$ cat config.mk
export PLATFORM = sky130hd
export DESIGN_NAME = dpi_stream_sequencer
export DESIGN_NICKNAME = d
export VERILOG_FILES = /design/src/rtl/dpi_stream_sequencer.sv
export SDC_FILE = /design/constraint.sdc
export NUM_CORES = 2
export LEC_CHECK = 0
export ABC_AREA = 1
export CAP_MARGIN = 20
export CORE_MARGIN = 3
export CORE_UTILIZATION = 42
export CTS_CLUSTER_DIAMETER = 60
export CTS_CLUSTER_SIZE = 20
export DETAILED_ROUTE_END_ITERATION = 8
export PLACE_DENSITY_LB_ADDON = 0.12
export SLEW_MARGIN = 20
export SYNTH_ARGS = -nofsm -noshare
export SYNTH_HDL_FRONTEND = slang
export SYNTH_SLANG_ARGS = --single-unit
$ cat constraint.sdc
create_clock -name clk -period 9.54 [get_ports clk]
set_input_delay 2.862 -clock clk [delete_from_list [all_inputs] [get_ports clk]]
set_output_delay 2.862 -clock clk [all_outputs]
set_load 0.02 [all_outputs]
$ cat src/rtl/dpi_stream_sequencer.sv
// Maps flow keys to 6-bit stream slots and drives the shared regex matcher control
// bus. It spaces load_state, char_in and eop so every matcher sees a consistent state.
module dpi_stream_sequencer #(
  parameter int KEY_W     = 32,
  parameter int NUM_REGEX = 8,
  parameter int LOAD_GAP  = 2,
  parameter int EOP_GAP   = 2,
  parameter logic [NUM_REGEX-1:0] DEFAULT_EN = '1
) (
  input  logic                 clk,
  input  logic                 rst,
  input  logic                 s_valid,
  output logic                 s_ready,
  input  logic [7:0]           s_data,
  input  logic                 s_sop,
  input  logic                 s_eop,
  input  logic [KEY_W-1:0]     s_flow_key,
  input  logic                 cfg_wr,
  input  logic [5:0]           cfg_addr,
  input  logic [NUM_REGEX-1:0] cfg_en,
  input  logic                 flush,
  output logic                 load_state,
  output logic [5:0]           stream_id,
  output logic                 new_stream_id,
  output logic [7:0]           char_in,
  output logic                 char_in_vld,
  output logic                 eop,
  output logic [NUM_REGEX-1:0] enable,
  output logic                 busy,
  output logic [15:0]          pkt_cnt,
  output logic [15:0]          evict_cnt
);

  localparam logic [2:0] ST_IDLE   = 3'd0;
  localparam logic [2:0] ST_LOOKUP = 3'd1;
  localparam logic [2:0] ST_LOAD   = 3'd2;
  localparam logic [2:0] ST_WAIT   = 3'd3;
  localparam logic [2:0] ST_STREAM = 3'd4;
  localparam logic [2:0] ST_DRAIN  = 3'd5;
  localparam logic [2:0] ST_EOP    = 3'd6;

  logic [2:0]           state;
  logic [7:0]           gap_cnt;
  logic [KEY_W-1:0]     key_p0;
  logic [63:0]          tbl_vld;
  logic [KEY_W-1:0]     tbl_key [64];
  logic [NUM_REGEX-1:0] tbl_en  [64];
  logic [5:0]           victim;
  logic [5:0]           slot_p1;
  logic                 new_p1;
  logic [NUM_REGEX-1:0] en_p1;
  logic [7:0]           char_p1;
  logic                 vld_p1;

  logic                 hit;
  logic [5:0]           hit_idx;
  logic                 free;
  logic [5:0]           free_idx;
  logic [5:0]           alloc_slot;
  logic                 do_alloc;
  logic [NUM_REGEX-1:0] hit_en;
  logic                 accept;

  // Parallel lookup; the descending scan leaves the lowest free index
  always_comb begin
    hit      = 1'b0;
    hit_idx  = '0;
    free     = 1'b0;
    free_idx = '0;
    for (int i = 63; i >= 0; i--) begin
      if (tbl_vld[i] && (tbl_key[i] == key_p0)) begin
        hit     = 1'b1;
        hit_idx = 6'(i);
      end
      if (!tbl_vld[i]) begin
        free     = 1'b1;
        free_idx = 6'(i);
      end
    end
  end

  assign alloc_slot = free ? free_idx : victim;
  assign do_alloc   = (state == ST_LOOKUP) && !hit;
  // A cfg write landing in the lookup cycle still reaches this packet
  assign hit_en     = (cfg_wr && (cfg_addr == hit_idx)) ? cfg_en : tbl_en[hit_idx];

  assign s_ready = !rst && ((state == ST_STREAM) ||
                            ((state == ST_IDLE) && s_valid && !s_sop));
  assign accept  = (state == ST_STREAM) && s_valid;

  assign load_state    = (state == ST_LOAD);
  assign new_stream_id = (state == ST_LOAD) && new_p1;
  assign eop           = (state == ST_EOP);
  assign busy          = (state != ST_IDLE);
  assign stream_id     = slot_p1;
  assign enable        = en_p1;
  assign char_in       = char_p1;
  assign char_in_vld   = vld_p1;

  always_ff @(posedge clk) begin
    if ((state == ST_IDLE) && s_valid && s_sop && !flush)
      key_p0 <= s_flow_key;
    if (cfg_wr)
      tbl_en[cfg_addr] <= cfg_en;
    if (do_alloc) begin
      tbl_key[alloc_slot] <= key_p0;
      tbl_en[alloc_slot]  <= DEFAULT_EN;
    end
  end

  always_ff @(posedge clk or posedge rst) begin
    if (rst) begin
      state     <= ST_IDLE;
      gap_cnt   <= '0;
      tbl_vld   <= '0;
      victim    <= '0;
      pkt_cnt   <= '0;
      evict_cnt <= '0;
      slot_p1   <= '0;
      new_p1    <= 1'b0;
      en_p1     <= '0;
      char_p1   <= '0;
      vld_p1    <= 1'b0;
    end else begin
      // Byte stage: registered copy of each accepted byte
      vld_p1 <= accept;
      if (accept)
        char_p1 <= s_data;

      case (state)
        ST_IDLE: begin
          if (flush)
            tbl_vld <= '0;
          else if (s_valid && s_sop)
            state <= ST_LOOKUP;
        end
        ST_LOOKUP: begin
          state <= ST_LOAD;
          if (hit) begin
            slot_p1 <= hit_idx;
            new_p1  <= 1'b0;
            en_p1   <= hit_en;
          end else begin
            slot_p1             <= alloc_slot;
            new_p1              <= 1'b1;
            en_p1               <= DEFAULT_EN;
            tbl_vld[alloc_slot] <= 1'b1;
            if (!free) begin
              victim <= victim + 6'd1;
              if (evict_cnt != 16'hFFFF)
                evict_cnt <= evict_cnt + 16'd1;
            end
          end
        end
        ST_LOAD: begin
          state   <= ST_WAIT;
          gap_cnt <= '0;
        end
        ST_WAIT: begin
          if (gap_cnt == 8'(LOAD_GAP - 2))
            state <= ST_STREAM;
          else
            gap_cnt <= gap_cnt + 8'd1;
        end
        ST_STREAM: begin
          if (accept && s_eop) begin
            state   <= ST_DRAIN;
            gap_cnt <= '0;
          end
        end
        ST_DRAIN: begin
          if (gap_cnt == 8'(EOP_GAP - 1))
            state <= ST_EOP;
          else
            gap_cnt <= gap_cnt + 8'd1;
        end
        ST_EOP: begin
          state   <= ST_IDLE;
          pkt_cnt <= pkt_cnt + 16'd1;
        end
        default: state <= ST_IDLE;
      endcase
    end
  end

endmodule

==> results.py <==
metrics = {
    "grt": {
        "grt_overflow": 0,
        "grt_use_met1": 0.4360,
        "first_global_vias": 83620,
        "grt_usage": 0.3132,
        "grt_max_degree": 214,
        "antenna_found_initial": 43,
        "grt_pass1_wl_um": 643300,
        "use_met2": 0.4906,
        "use_met3": 0.05606,
        "top_usage_layer": "met2",
    },
    "die": {
        "core_mm2": 0.2777,
        "die_area_mm2": 0.2865,
        "fp.dieW_um": 535.3,
        "ios": 121,
        "die_h_um": 535.3,
        "start_util": 0.4236,
        "row_count": 193,
    },
    "route": {
        "final_antenna_net_count": 0,
        "drt-total-wl_um": 462000,
        "avgViaCountPerCell": 6.164,
        "num_vias": 89780,
        "drt_iter0_drc": 13150,
        "wire_per_inst_um": 31.72,
        "remaining_drc_errors": 0,
        "drtPass1Iterations": 8,
    },
    "timing": {
        "relSlewSlack": 0.09322,
        "hold_ws_ps": 480.5,
        "layout_worst_path_cycle_share": 0.8908,
        "drv_slew": 0,
        "fin_setup_tns_ps": 0,
        "min_period_ps": 8499,
        "fin_worst_skew_ps": 80.34,
        "tightest_slew_ps": 1360,
        "timing.final.ws_setup_ps": 1041,
        "hold_violations": 0,
        "finalSetupViolations": 0,
        "rsz0062_at_grt": "false",
        "fmax_mhz": 117.7,
    },
    "synth": {
        "synth_area_mm2": 0.1176,
        "yosys_warnings": 0,
        "synth_top_flop_cell": "edfxtp_1",
        "synth_cells": 10550,
        "synth_seq_area_share": 0.6472,
        "avgSynthCellArea_um2": 11.15,
        "ys_seq_elements": 2729,
        "syn_nets": 10620,
        "async_flop_share": 0.05020,
        "ys_types": 54,
        "synth_edf_count": 2080,
    },
    "worst_setup_path": {
        "crit_required_ps": 10350,
        "worst_path_max_delay_cell": "clkinv_2",
        "cpMostUsedCell": "nand2_1",
        "cp-start-kind": "flip-flop",
        "critPathKind": "reg -> reg",
        "crit_path_max_incr_delay_ps": 580,
        "end_kind": "flip-flop",
        "crit_fanout": 38,
        "cp.arrival_ps": 9310,
        "critical_path.top_delay_family": "simple AND/OR/NAND/NOR gates",
        "critPathBufInv": 3,
    },
    "placement": {
        "place_ws_ps": 1267,
        "portBuffers": 120,
        "placed_cell_area_mm2": 0.1247,
        "dp_hpwl_um": 289400,
        "gp_congestion": 0.9234,
    },
    "pwr": {
        "sw_frac_of_total": 0.2689,
        "seqPwrFrac": 0.533,
        "powerDensity_mw_per_mm2": 194.9,
        "clkPwrFrac": 0.374,
        "p_comb_frac": 0.093,
        "p_total_w": 0.02576,
        "intPower_w": 0.01883,
        "net-switching-power_w": 0.006926,
        "leakage_nw": 47.06,
        "ir_drop_mv": 0.1704,
    },
    "final_layout": {
        "multi_input_area_mm2": 0.03767,
        "final-seq-area_mm2": 0.07614,
        "syn_to_final_growth_pct": 12.36,
        "finalInstanceArea_mm2": 0.1322,
        "drive_above_1_share": 0.08836,
        "final_nets": 10730,
        "num-fill-cells": 25370,
    },
    "cts": {
        "clkTransAtPathRegs_ps": 70,
        "postCtsSetupRepairBufs": 0,
        "ctsHoldBuffers": 0,
        "clockBufferDepth": 4,
        "cts.sinks": 2729,
        "tritoncts": "yes",
        "ctsResizeCount": 0,
        "cts_inserted_buffers": 217,
        "cts-root-buf": "clkbuf_16",
        "clk-insertion-delay-late_ps": 940,
        "htreeDepth": 4,
    },
    "job": {
        "cap_violations": 0,
    },
    "status": {
        "outcome": "completed",
    },
    "min_path": {
        "hold_path_class": "reg -> reg",
    },
}
area by class of cell:
type,instances,area share
Tap cell,3705,0.03507
Multi-Input combinational cell,6806,0.2849
Clock inverter,158,0.01295
Clock buffer,243,0.04301
Sequential cell,2729,0.5760
Antenna cell,17,0.0003218
Timing Repair Buffer,510,0.03587
Inverter,396,0.01187
synth_stat cells, types with 9 or more instances:
library cell / count / share of area
nand2_1: 2295 / 0.073
edfxtp_1: 2080 / 0.53
nand3_1: 739 / 0.031
o21ai_0: 604 / 0.026
dfxtp_1: 512 / 0.087
nor2_1: 478 / 0.015
xnor2_1: 436 / 0.032
o211ai_1: 418 / 0.027
o22ai_1: 312 / 0.017
inv_1: 299 / 0.0095
xor2_1: 266 / 0.020
clkbuf_1: 257 / 0.0082
buf_2: 201 / 0.0086
a21oi_1: 189 / 0.0080
nor4_1: 188 / 0.010
a22o_1: 159 / 0.012
nand4_1: 154 / 0.0082
dfrtp_1: 137 / 0.029
a221oi_1: 78 / 0.0058
buf_1: 75 / 0.0024
o2111ai_1: 74 / 0.0055
buf_4: 70 / 0.0045
clkinv_1: 64 / 0.0020
nor3_1: 64 / 0.0027
or4_1: 64 / 0.0041
or2_2: 62 / 0.0033
a211oi_1: 53 / 0.0034
and2_1: 35 / 0.0019
and3_1: 33 / 0.0018
inv_2: 33 / 0.0011
nor4b_1: 30 / 0.0022
a2111oi_0: 21 / 0.0016
a22oi_1: 14 / 0.00089
buf_6: 14 / 0.0013
o21ai_1: 9 / 0.00038
worst reg2reg max path, delay by kind of cell, from the launching register on:
family	cells	cell delay, ps
DFF	1	440
and+or+nand+nor	77	6630
AOI/OAI and AO/OA	2	240
buffers and inverters	3	1110
worst paths after layout:
kind / start / endpoint / slack (ps) / depth (start not counted)
worst min-delay path: char_in[4]$_DFFE_PP0P_ / char_in[4]$_DFFE_PP0P_ / 480 / 2
min in group asynchronous: rst / char_in[0]$_DFFE_PP0P_ / 2580 / 2
max in group asynchronous: rst / tbl_vld[3]$_DFFE_PP0P_ / 5660 / 3
worst max-delay path: key_p0[18]$_DFFE_PP_ / enable[3]$_DFFE_PP0P_ / 1040 / 82
worst max register to register: key_p0[18]$_DFFE_PP_ / enable[3]$_DFFE_PP0P_ / 1040 / 82
worst min register to register: char_in[4]$_DFFE_PP0P_ / char_in[4]$_DFFE_PP0P_ / 480 / 2
power groups by stage:
stage,Sequential [W],Clock (W),Combinational [W]
after floorplan,0.0139,0,0.00128
after global placement,0.0140,0,0.00232
after detailed placement,0.0140,0,0.00236
after CTS,0.0137,0.00978,0.00236
after global routing,0.0138,0.0102,0.00258
final,0.0137,0.00964,0.00238
sequential cells by signal, summed over array words and instances, names as in the netlist, 16 cells and up:
register	count
key_p0	32
pkt_cnt	16
tbl_key	2048
tbl_vld	64
evict_cnt	16
tbl_en	512
cells by family after synthesis:
family	count (synthesis)	synth area share
and+or+nand+nor	4152	0.1549
DFF	2729	0.6472
AOI/OAI and AO/OA	1945	0.1074
buffers and inverters	1013	0.03758
xor gates and xnor gates	702	0.05226
adders and majority gates	6	0.0006381
muxes	1	0.00009571
placed cells by master (no fill, tap or decap), types with 49 or more instances in the layout:
cell type,instances
buf_4,341
nand3_1,738
or4_1,64
nand2_1,2292
xor2_1,266
o22ai_1,312
buf_12,49
or2_2,62
nor2_1,412
a211oi_1,53
nor4_1,185
inv_1,291
edfxtp_1,2080
a22o_1,159
xnor2_1,436
nor2_4,64
nor3_1,59
a221oi_1,78
o211ai_1,418
o2111ai_1,74
o21ai_0,604
clkdlybuf4s50_1,120
nand4_1,154
dfrtp_1,137
clkinv_1,70
clkbuf_16,222
dfxtp_1,512
a21oi_1,189
stage by stage:
step | utilization | cells
final | 0.4760 | 14560
after detailed placement | 0.4492 | 14150
after global placement | 0.4492 | 14150
after CTS | 0.4758 | 14550
after global routing | 0.4759 | 14550
after floorplan | - | 10550
metal layers:
metal | routed length, um | share of wire
met5 | 139 | 0.00030
met4 | 19100 | 0.041
met3 | 48010 | 0.10
met2 | 208900 | 0.45
met1 | 185900 | 0.40
Note: power is estimated with default switching activity, not from simulation.
